**src/rtl/nx_fifo_packer.sv**
```systemverilog
// nx_fifo_packer: packs NIB_W-bit entries popped from a show-ahead FIFO into
// NIBS-entry output words, little-endian (first entry in the low bits).
// A single-cycle flush request emits any partial word with zeroed upper slots.
//
// Ports:
//   clk, rst     - clock, synchronous active-high reset
//   fifo_empty   - upstream FIFO empty flag
//   fifo_rdata   - upstream show-ahead head entry
//   fifo_ren     - pop strobe to the upstream FIFO (combinational)
//   flush        - request to emit a partial word
//   out_valid    - output word valid
//   out_ready    - downstream accept
//   out_data     - packed word
//   out_cnt      - number of valid entries in out_data (1..NIBS)
//   flush_done   - one-cycle pulse when a flush completes
//   word_count   - accepted output words, wraps at 255
module nx_fifo_packer #(
    parameter int unsigned NIB_W = 4,
    parameter int unsigned NIBS  = 4
) (
    input  logic                             clk,
    input  logic                             rst,
    input  logic                             fifo_empty,
    input  logic [NIB_W-1:0]                 fifo_rdata,
    output logic                             fifo_ren,
    input  logic                             flush,
    output logic                             out_valid,
    input  logic                             out_ready,
    output logic [NIBS*NIB_W-1:0]            out_data,
    output logic [$clog2(NIBS+1)-1:0]        out_cnt,
    output logic                             flush_done,
    output logic [7:0]                       word_count
);

    localparam int unsigned CntW  = $clog2(NIBS + 1);
    localparam int unsigned WordW = NIBS * NIB_W;

    logic [WordW-1:0] acc_q, acc_d;
    logic [CntW-1:0]  cnt_q, cnt_d;
    logic             flush_pend_q, flush_pend_d;
    logic             out_valid_q, out_valid_d;
    logic [WordW-1:0] out_data_q, out_data_d;
    logic [CntW-1:0]  out_cnt_q, out_cnt_d;
    logic             flush_done_q, flush_done_d;
    logic [7:0]       word_count_q;

    logic            full;
    logic            drain;
    logic            slot_free;
    logic            xfer;
    logic            pop;
    logic [CntW-1:0] wr_slot;

    assign full      = (cnt_q == CntW'(NIBS));
    assign drain     = out_valid_q & out_ready;
    assign slot_free = ~out_valid_q | drain;
    assign xfer      = slot_free & (full | (flush_pend_q & (cnt_q != '0)));
    // A full accumulator may still pop when it is being emitted this cycle.
    assign pop       = ~rst & ~fifo_empty & ~flush_pend_q & (~full | xfer);
    // An entry popped alongside an emit starts the next word.
    assign wr_slot   = xfer ? '0 : cnt_q;

    always_comb begin
        acc_d = xfer ? '0 : acc_q;
        for (int unsigned i = 0; i < NIBS; i++) begin
            if (pop && (wr_slot == CntW'(i))) begin
                acc_d[i*NIB_W +: NIB_W] = fifo_rdata;
            end
        end
    end

    always_comb begin
        cnt_d = xfer ? '0 : cnt_q;
        if (pop) begin
            cnt_d = cnt_d + CntW'(1);
        end
    end

    always_comb begin
        out_valid_d = out_valid_q;
        out_data_d  = out_data_q;
        out_cnt_d   = out_cnt_q;
        if (xfer) begin
            out_valid_d = 1'b1;
            out_data_d  = acc_q;
            out_cnt_d   = cnt_q;
        end else if (drain) begin
            out_valid_d = 1'b0;
        end
    end

    // Flush completes either immediately (nothing buffered) or on the emit of
    // the partial word; further flush requests meanwhile are absorbed.
    always_comb begin
        flush_done_d = flush_pend_q & ((cnt_q == '0) | xfer);
        if (flush_pend_q) begin
            flush_pend_d = ~flush_done_d;
        end else begin
            flush_pend_d = flush;
        end
    end

    always_ff @(posedge clk) begin
        if (rst) begin
            acc_q        <= '0;
            cnt_q        <= '0;
            flush_pend_q <= 1'b0;
            out_valid_q  <= 1'b0;
            out_data_q   <= '0;
            out_cnt_q    <= '0;
            flush_done_q <= 1'b0;
            word_count_q <= 8'd0;
        end else begin
            acc_q        <= acc_d;
            cnt_q        <= cnt_d;
            flush_pend_q <= flush_pend_d;
            out_valid_q  <= out_valid_d;
            out_data_q   <= out_data_d;
            out_cnt_q    <= out_cnt_d;
            flush_done_q <= flush_done_d;
            word_count_q <= word_count_q + {7'd0, drain};
        end
    end

    assign fifo_ren   = pop;
    assign out_valid  = out_valid_q;
    assign out_data   = out_data_q;
    assign out_cnt    = out_cnt_q;
    assign flush_done = flush_done_q;
    assign word_count = word_count_q;

endmodule

```
**config.mk**
```make
export PLATFORM = sky130hd
export DESIGN_NAME = nx_fifo_packer
export DESIGN_NICKNAME = d
export VERILOG_FILES = /design/src/rtl/nx_fifo_packer.sv
export SDC_FILE = /design/constraint.sdc
export NUM_CORES = 1
export LEC_CHECK = 0
export BUFFER_PORTS_ARGS = -buffer_cell sky130_fd_sc_hd__buf_2
export CAP_MARGIN = 20
export CORE_MARGIN = 2
export CORE_UTILIZATION = 35
export DETAILED_ROUTE_END_ITERATION = 7
export GPL_ROUTABILITY_DRIVEN = 0
export PLACE_DENSITY = 0.51
export RECOVER_POWER = 25
export SETUP_SLACK_MARGIN = 0.02
export SLEW_MARGIN = 30
export SYNTH_ARGS = -nofsm -noshare
export SYNTH_HDL_FRONTEND = slang
export SYNTH_SLANG_ARGS = --single-unit
```
**constraint.sdc**
```tcl
create_clock -name clk -period 2.8 [get_ports clk]
set_input_delay 0.42 -clock clk [delete_from_list [all_inputs] [get_ports clk]]
set_output_delay 0.42 -clock clk [all_outputs]
set_load 0.1 [all_outputs]
```
==> flow_summary.json, run 1 <==
{
  "timing.rr.start": "cnt_q[0]",
  "layout_common_cells": "dfxtp_1, nand2_1, buf_2",
  "core_um2": 5574,
  "ff2ff_path_depth": 8,
  "htree_levels": 2,
  "reg2reg_to": "acc_q[5]",
  "synth_area_um2": 2044,
  "track_usage_pct": 14.36,
  "timing.critical_path.from": "cnt_q[0]",
  "dpl.hpwl_um": 2982,
  "area_growth_pct": 16.16,
  "synth_nets": 241,
  "fmax_ghz": 0.4153,
  "fin_crit_sh_pct": 85.99,
  "placed_area_um2": 2306,
  "ctsHoldBuffers": 0,
  "outcome": "finished, final reports clean",
  "drc": 0,
  "route.antenna.remaining_nets": 0,
  "die_h_um": 80.43,
  "arrival_ns": 2.59,
  "worstPathMaxFanout": 7,
  "yosys_warnings": 0,
  "mostFrequentLayoutCell": "dfxtp_1",
  "pin_count": 39,
  "clk_path_buf_depth": 2,
  "rsz0062_at_grt": "no",
  "powerDensity_nw_per_um2": 529.1,
  "drv_slew": 0,
  "endpoint_kind": "flop",
  "p_leak_nw": 0.8862,
  "first_iter_violations": 100,
  "routed_wl_um": 4375,
  "clkLatencyLatePin_ns": 0.30,
  "grt.overflow.total": 0,
  "r2r_setup_slack_ns": 0.39,
  "antennaDiodeCount": 0,
  "portBuffers": 38,
  "postCtsSetupBuffers": 0,
  "ys_ff_latch": 49,
  "grt_max_degree": 32,
  "cts_buffers": 5,
  "rows": 27,
  "fin_crit_ns": 2.408,
  "worstSetupStartpointType": "flop",
  "peakVddDrop_mv": 0.2392,
  "tns_ns": 0,
  "clock-root-buffer": "clkbuf_8",
  "hp-class": "in2reg",
  "path_class": "reg2reg",
  "clock_skew_ns": 0.006034,
  "hold_violations": 0,
  "routedWlPerCell_um": 13.02,
  "vias_per_cell": 4.857,
  "die_width_um": 80.43,
  "fillCellCount": 619,
  "antenna_found_initial": 0,
  "synth_seq_area_share_pct": 47.98,
  "grt_pass1_vias": 1503,
  "avgSynthCellArea_um2": 9.046,
  "drive_gt1_share_pct": 22.73,
  "syn_inst": 226,
  "drv_cap": 0,
  "fin_area_um2": 2375,
  "dieArea_um2": 6469,
  "post_cts_resized": 0,
  "clkSlewWorstSetupHoldPaths_ns": 0.09,
  "slew_headroom_pct": 22.31,
  "grt_first_pass_wirelength_um": 7176,
  "tritoncts": "done",
  "clock_sinks": 49,
  "cp.required_ns": 2.99,
  "worst_pin_slew_ns": 1.170,
  "final_nets": 278,
  "via_count": 1632,
  "finalPower_mw": 1.256,
  "yosysUniqueCellTypes": 42,
  "first_pass_iters": 4,
  "initial_core_util_pct": 36.68,
  "crit_end": "acc_q[5]",
  "finalSetupViolCount": 0
}
==> through the flow <==
step | util, % | instances | worst slack, ns | hold slack [ns]
4_1_cts | 42.92 | 336 | 0.4532 | 0.3526
5_1_grt | 42.60 | 336 | 0.2415 | 0.3884
2_1_floorplan | - | 226 | 0.3507 | 0.4321
3_3_place_gp | 41.37 | 328 | 0.4538 | 0.4418
3_5_place_dp | 41.37 | 328 | 0.3934 | 0.4465
6_report | 42.60 | 336 | 0.3922 | 0.3588
==> critical path: stages, from the launching register on <==
cell      delay (ns)
dfxtp_1         0.37
or3b_1          0.48
a21o_1          0.20
nand2_1         0.11
ha_1            0.16
nor4b_2         0.43
o211ai_1        0.30
nand3_1         0.17
a21oi_1         0.07
==> routing by layer <==
layer  up-vias  routed length, µm  track usage [%]
met5         -                  0                0
met4         0                 44            5.085
li1        852                  -                -
met1       746               2239            19.71
met3         6                170            3.146
met2        28               1920            22.17
==> sequential cells by signal, summed over array words and instances, names as in the netlist <==
register and count:
cnt_q 3, out_valid 1, flush_pend_q 1, word_count 8
out_cnt 3, acc_q 16, out_data 16, flush_done 1
==> cells in the mapped netlist <==
cell / number / area share, %
or4b_1: 1 / 0.49
and2b_1: 1 / 0.37
nor2b_1: 2 / 0.61
nand3b_1: 1 / 0.37
buf_6: 1 / 0.55
and3_1: 2 / 0.61
dfxtp_1: 49 / 48
a221oi_1: 1 / 0.43
a21o_1: 2 / 0.73
o211ai_1: 2 / 0.73
nor4b_2: 2 / 1.5
buf_2: 4 / 0.98
a21oi_1: 22 / 5.4
a311oi_1: 1 / 0.43
o21bai_1: 1 / 0.37
buf_1: 1 / 0.18
a31oi_4: 1 / 1.0
nor3_1: 4 / 0.98
nor4_2: 1 / 0.61
nand3_1: 24 / 5.9
xor2_1: 5 / 2.1
or3_1: 1 / 0.31
or3b_4: 1 / 0.55
clkbuf_1: 4 / 0.73
nor2_2: 1 / 0.31
nand2_1: 43 / 7.9
nand2b_1: 3 / 0.92
a21oi_4: 1 / 0.80
o21ai_1: 2 / 0.49
a31oi_1: 1 / 0.31
a21oi_2: 12 / 5.1
inv_2: 1 / 0.18
or2_2: 1 / 0.31
o31ai_1: 1 / 0.37
and3b_1: 1 / 0.43
buf_4: 1 / 0.37
a22o_1: 4 / 1.7
and2_1: 1 / 0.31
xnor2_1: 2 / 0.86
inv_1: 2 / 0.37
ha_1: 6 / 3.7
nor2_1: 9 / 1.7
==> cell families after synthesis <==
kind of cell             Yosys count  share of synthesized area (%)
AO/OA/AOI/OAI                     51                          17.93
XOR/XNOR                           7                          2.999
adder cells (fa/ha/maj)            6                          3.672
buffers and inverters             14                          3.366
flip-flops                        49                          47.98
AND/OR/NAND/NOR                   99                          24.05
==> cell type report <==
type / count / area, µm² / share of cell area [%]
Multi-Input combinational cell: 163 / 992.2 / 41.78
Sequential cell: 49 / 980.9 / 41.31
Timing Repair Buffer: 41 / 214.0 / 9.009
Tap cell: 72 / 90.09 / 3.793
Clock buffer: 5 / 68.82 / 2.898
Clock inverter: 3 / 17.52 / 0.7376
Inverter: 3 / 11.26 / 0.4742
==> power breakdown <==
group | switching (mW) | total, mW | internal [mW] | leakage [nW]
Clock | 0.237 | 0.410 | 0.173 | 0.0439
Combinational | 0.0977 | 0.130 | 0.0324 | 0.447
Sequential | 0.00935 | 0.716 | 0.707 | 0.396
Total | 0.344 | 1.26 | 0.912 | 0.886
==> how the worst min path moves through the flow <==
stage / start / cells past startpoint / end
after floorplan: acc_q[13] / 2 / out_data[13]
after global placement: out_data[2] / 2 / out_data[2]
after detailed placement: out_data[15] / 2 / out_data[15]
after CTS: flush / 3 / flush_pend_q
after global routing: flush / 3 / flush_pend_q
final: flush / 3 / flush_pend_q
(Power assumes the default switching activity.)
==> run 2, diff against run 1 <==
--- a/config.mk
+++ b/config.mk
@@ -11,6 +11,7 @@
 export CORE_UTILIZATION = 35
 export DETAILED_ROUTE_END_ITERATION = 7
 export GPL_ROUTABILITY_DRIVEN = 0
+export GPL_TIMING_DRIVEN = 0
 export PLACE_DENSITY = 0.51
 export RECOVER_POWER = 25
 export SETUP_SLACK_MARGIN = 0.02
==> flow_summary.json, run 2 (same netlist as run 1, synthesis figures left out) <==
{
  "drive_gt1_share_pct": 23.53,
  "drc": 0,
  "place_ws_ns": 0.2415,
  "grt.overflow.total": 0,
  "clock-root-buffer": "clkbuf_8",
  "grt_first_pass_wirelength_um": 7672,
  "hp-class": "in2reg",
  "area_growth_pct": 17.38,
  "dpl.hpwl_um": 3312,
  "antennaDiodeCount": 0,
  "vias_per_cell": 4.878,
  "clock_skew_ns": 0.005301,
  "antenna_found_initial": 0,
  "clkLatencyLatePin_ns": 0.30,
  "p_leak_nw": 0.9028,
  "clkSlewWorstSetupHoldPaths_ns": 0.09,
  "pwr-share-comb_pct": 10.5,
  "die_h_um": 80.43,
  "postCtsSetupBuffers": 0,
  "finalPower_mw": 1.268,
  "cts_buffers": 5,
  "worstPathMaxFanout": 8,
  "seqPwrFrac_pct": 56.5,
  "post_cts_resized": 0,
  "initial_core_util_pct": 36.68,
  "endpoint_kind": "flop",
  "path_class": "reg2reg",
  "numPlacedInstances": 336,
  "clock_sinks": 49,
  "routed_wl_um": 4571,
  "portBuffers": 38,
  "rows": 27,
  "setup_ws_ns": 0.2734,
  "fmax_ghz": 0.3958,
  "track_usage_pct": 15.67,
  "drv_cap": 0,
  "fillCellCount": 599,
  "via_count": 1678,
  "internal_power_mw": 0.9136,
  "drv_slew": 0,
  "ctsHoldBuffers": 0,
  "finalSetupViolCount": 0,
  "first_pass_iters": 4,
  "whs_ns": 0.3469,
  "worst_pin_slew_ns": 1.171,
  "clk_path_buf_depth": 2,
  "fin_util_pct": 43.05,
  "worstSetupStartpointType": "flop",
  "fin_area_um2": 2400,
  "power_frac_clock_pct": 33.0,
  "routedWlPerCell_um": 13.29,
  "peakVddDrop_mv": 0.2215,
  "route.antenna.remaining_nets": 0,
  "die_width_um": 80.43,
  "slew_headroom_pct": 22.29,
  "grt_pass1_vias": 1543,
  "dieArea_um2": 6469,
  "fin_cells": 344,
  "hold_violations": 0,
  "tns_ns": 0,
  "mostFrequentLayoutCell": "dfxtp_1",
  "powerDensity_nw_per_um2": 528.4,
  "tritoncts": "done",
  "first_iter_violations": 69,
  "htree_levels": 2,
  "fin_crit_sh_pct": 90.24,
  "outcome": "finished, final reports clean",
  "layout_common_cells": "dfxtp_1, nand2_1, buf_2",
  "rsz0062_at_grt": "no",
  "arrival_ns": 2.70,
  "core_um2": 5574,
  "switching_share_pct": 27.95,
  "cp.required_ns": 2.98,
  "grt_max_degree": 16,
  "power.switching_mw": 0.3544,
  "fin_crit_ns": 2.527,
  "final_nets": 286,
  "pin_count": 39,
  "placed_area_um2": 2326
}
## run 2: worst max-delay path, stage by stage (launching register included)
cell and delay (ns):
dfxtp_1 0.32, buf_4 0.15, or3b_4 0.41, a21o_1 0.23
nand2_1 0.13, ha_1 0.16, nor4b_2 0.45, o211ai_1 0.31
nand3_1 0.17, a21oi_1 0.07
## run 2: final cells by class
class	instances	area (µm²)	area share, %
inverter	3	11.26	0.4692
buffer	11	57.56	2.398
sequential	49	980.9	40.88
timing repair buffer	38	178.9	7.456
tap	72	90.09	3.754
clock inverter	3	17.52	0.7299
clock buffer	5	68.82	2.868
multi-input combinational	163	994.7	41.45
## run 2: per-layer routing
metal	track usage, %	routed length [µm]	vias to the layer above
met4	6.102	68	0
met3	3.933	212	6
met2	23.08	1950	41
met5	0	0	-
li1	-	-	873
met1	21.88	2341	758
## run 2: path summary, 6_finish.rpt
kind	from	to	slack, ns	cells after the start
hold / removal	flush	flush_pend_q	0.35	3
setup reg to reg	cnt_q[2]	acc_q[6]	0.27	9
setup / recovery	cnt_q[2]	acc_q[6]	0.27	9
hold reg to reg	out_data[15]	out_data[15]	0.46	2
## run 2: power groups by stage
stage          logic (mW)  clock network [mW]  registers (mW)
2_1_floorplan      0.0743                   0           0.755
3_3_place_gp        0.135                   0           0.733
3_5_place_dp        0.135                   0           0.733
4_1_cts             0.136               0.432           0.717
5_1_grt             0.148               0.467           0.718
6_report            0.134               0.418           0.716
==> run 3, diff against run 2 <==
==> config.mk (replaced) <==
export PLATFORM = sky130hd
export DESIGN_NAME = nx_fifo_packer
export DESIGN_NICKNAME = d
export VERILOG_FILES = /design/src/rtl/nx_fifo_packer.sv
export SDC_FILE = /design/constraint.sdc
export NUM_CORES = 1
export LEC_CHECK = 0
export ABC_AREA = 1
export CAP_MARGIN = 20
export CORE_MARGIN = 2
export CORE_UTILIZATION = 35
export DETAILED_ROUTE_END_ITERATION = 7
export DONT_BUFFER_PORTS = 1
export GPL_ROUTABILITY_DRIVEN = 0
export GPL_TIMING_DRIVEN = 0
export PLACE_DENSITY = 0.45
export RECOVER_POWER = 25
export SETUP_SLACK_MARGIN = 0.02
export SYNTH_ARGS = -nofsm -noshare
export SYNTH_HDL_FRONTEND = slang
export SYNTH_SLANG_ARGS = --single-unit
==> flow_summary.json, run 3 <==
{
  "outcome": "finished, final reports clean",
  "first_iter_violations": 71,
  "tns_ns": 0,
  "ctsHoldBuffers": 0,
  "multi_input_area_um2": 864.6,
  "synthArstFlopShare_pct": 0,
  "synth_edf_count": 0,
  "core_um2": 5507,
  "endpoint_kind": "output port",
  "track_usage_pct": 15.36,
  "yosys_most_used_dff": "dfxtp_1",
  "die_width_um": 79.70,
  "first_pass_iters": 6,
  "path_class": "reg2out",
  "pin_count": 39,
  "pwr-share-comb_pct": 12.1,
  "use_met1_pct": 20.90,
  "finalSetupViolCount": 0,
  "seqPwrFrac_pct": 58.2,
  "syn_inst": 242,
  "rows": 27,
  "synthTopCellsByCount": "nand2_1, dfxtp_1, a21oi_1",
  "clock_sinks": 49,
  "final_nets": 264,
  "clkSlewWorstSetupHoldPaths_ns": 0.09,
  "drv_slew": 0,
  "peakVddDrop_mv": 0.3045,
  "regArea_um2": 982.2,
  "powerDensity_nw_per_um2": 629.3,
  "vias_per_cell": 4.981,
  "route.antenna.remaining_nets": 0,
  "slew_headroom_pct": 30.93,
  "worst_pin_slew_ns": 1.035,
  "yosys_warnings": 0,
  "switching_share_pct": 31.01,
  "synth_area_leaders": "dfxtp_1, a21oi_1, nand2_1",
  "fin_crit_sh_pct": 87.61,
  "clkLatencyLatePin_ns": 0.30,
  "cp_top_family": "flip-flops",
  "hold_violations": 0,
  "grt_use_met2_pct": 23.28,
  "path_depth": 3,
  "synth_xor_area_share_pct": 1.747,
  "die_h_um": 79.70,
  "whs_path_depth": 2,
  "fmax_ghz": 0.4077,
  "initial_core_util_pct": 36.42,
  "grt_max_degree": 14,
  "clock_skew_ns": 0.005142,
  "synth_fa_ha_area_share_pct": 3.743,
  "grt_pass1_vias": 1563,
  "synth_top_area_share_pct": 48.91,
  "arrival_ns": 2.03,
  "p_leak_nw": 0.8070,
  "drive_gt1_share_pct": 8.400,
  "yosysUniqueCellTypes": 23,
  "area_growth_pct": 7.860,
  "clock-root-buffer": "clkbuf_8",
  "via_count": 1604,
  "grt_first_pass_wirelength_um": 7507,
  "cts_buffers": 5,
  "ff2ff_path_depth": 10,
  "tritoncts": "done",
  "clk_path_buf_depth": 2,
  "synth_compound_area_share_pct": 15.97,
  "worstPathMaxFanout": 6,
  "hp-class": "in2reg",
  "grt.overflow.total": 0,
  "antenna_found_initial": 0,
  "portBuffers": 0,
  "synth-simple-area-share_pct": 21.90,
  "cp.required_ns": 2.38,
  "routed_wl_um": 4579,
  "dpl.hpwl_um": 3403,
  "drc": 0,
  "grt.busiest_layer": "met2",
  "fin_area_um2": 2163,
  "synth.most_common_cell": "nand2_1",
  "fin_crit_ns": 2.453,
  "routedWlPerCell_um": 14.22,
  "antennaDiodeCount": 0,
  "power_frac_clock_pct": 29.7,
  "power.switching_mw": 0.4221,
  "path_buf_inv": 1,
  "avgSynthCellArea_um2": 8.288,
  "rsz0062_at_grt": "no",
  "synth_area_um2": 2006,
  "placed_area_um2": 2096,
  "max_stage_delay_ns": 0.69,
  "synthMuxAreaShare_pct": 0,
  "worstSetupStartpointType": "flop",
  "dieArea_um2": 6352,
  "htree_levels": 2,
  "whs_ns": 0.2706,
  "synth_top_family_by_area": "simple AND/OR/NAND/NOR gates",
  "internal_power_mw": 0.9392,
  "yosysTopAreaCell": "dfxtp_1",
  "crit_chain": "nand4_1 -> nand2_1 -> inv_1",
  "synth_seq_area_share_pct": 48.91,
  "ys_ff_latch": 49,
  "mostFrequentLayoutCell": "nand2_1",
  "layout_common_cells": "nand2_1, dfxtp_1, a21oi_1",
  "fillCellCount": 603,
  "crit_slowest_cell": "dfxtp_2",
  "drv_cap": 0,
  "synth_nets": 257,
  "gr-usage-met3_pct": 4.072
}
-- run 3: worst paths after layout --
kind	slack, ns	to	startpoint
setup / recovery	0.35	fifo_ren	out_valid
hold / removal	0.27	acc_q[6]	fifo_rdata[2]
hold reg to reg	0.47	out_data[8]	acc_q[8]
setup reg to reg	0.58	acc_q[15]	out_valid
-- run 3: stage by stage --
stage | setup WS (ns) | total power [mW] | instances | utilization (%)
global placement | 0.2402 | 0.9840 | 314 | 38.06
finish | 0.3470 | 1.361 | 322 | 39.29
floorplan | 0.4780 | 0.9387 | 242 | -
global route | 0.2115 | 1.435 | 322 | 39.29
detailed placement | 0.2304 | 0.9841 | 314 | 38.06
CTS | 0.3470 | 1.391 | 322 | 39.54
-- run 3: final cells by class --
type | instances | area share [%]
sequential | 49 | 45.40
clock buffer | 8 | 3.702
buffer | 12 | 3.412
multi-input combinational | 163 | 39.97
tap | 72 | 4.164
inverter | 18 | 3.355
-- run 3: timing repair --
item                                    in CTS  in global routing
buffers inserted                             0                  0
resized for setup                            1                  0
endpoints found under the setup margin       1                  0
-- run 3: layer usage --
layer	part of all wire, %	routed length [µm]
met1	50	2274
met2	44	1994
met3	5.2	240
met4	1.5	70
met5	0	0
-- run 3: kinds of logic after synthesis --
| group | Yosys count |
|---|---|
| DFF | 49 |
| and+or+nand+nor | 95 |
| buffers and inverters | 30 |
| xor gates and xnor gates | 4 |
| AOI/OAI and AO/OA | 58 |
| adders and majority gates | 6 |
-- run 3: power by group through the flow --
stage	Combinational, mW	Clock, mW	Sequential [mW]
finish	0.164	0.404	0.793
global route	0.185	0.453	0.796
CTS	0.175	0.422	0.793
detailed placement	0.175	0	0.809
global placement	0.175	0	0.809
floorplan	0.133	0	0.806
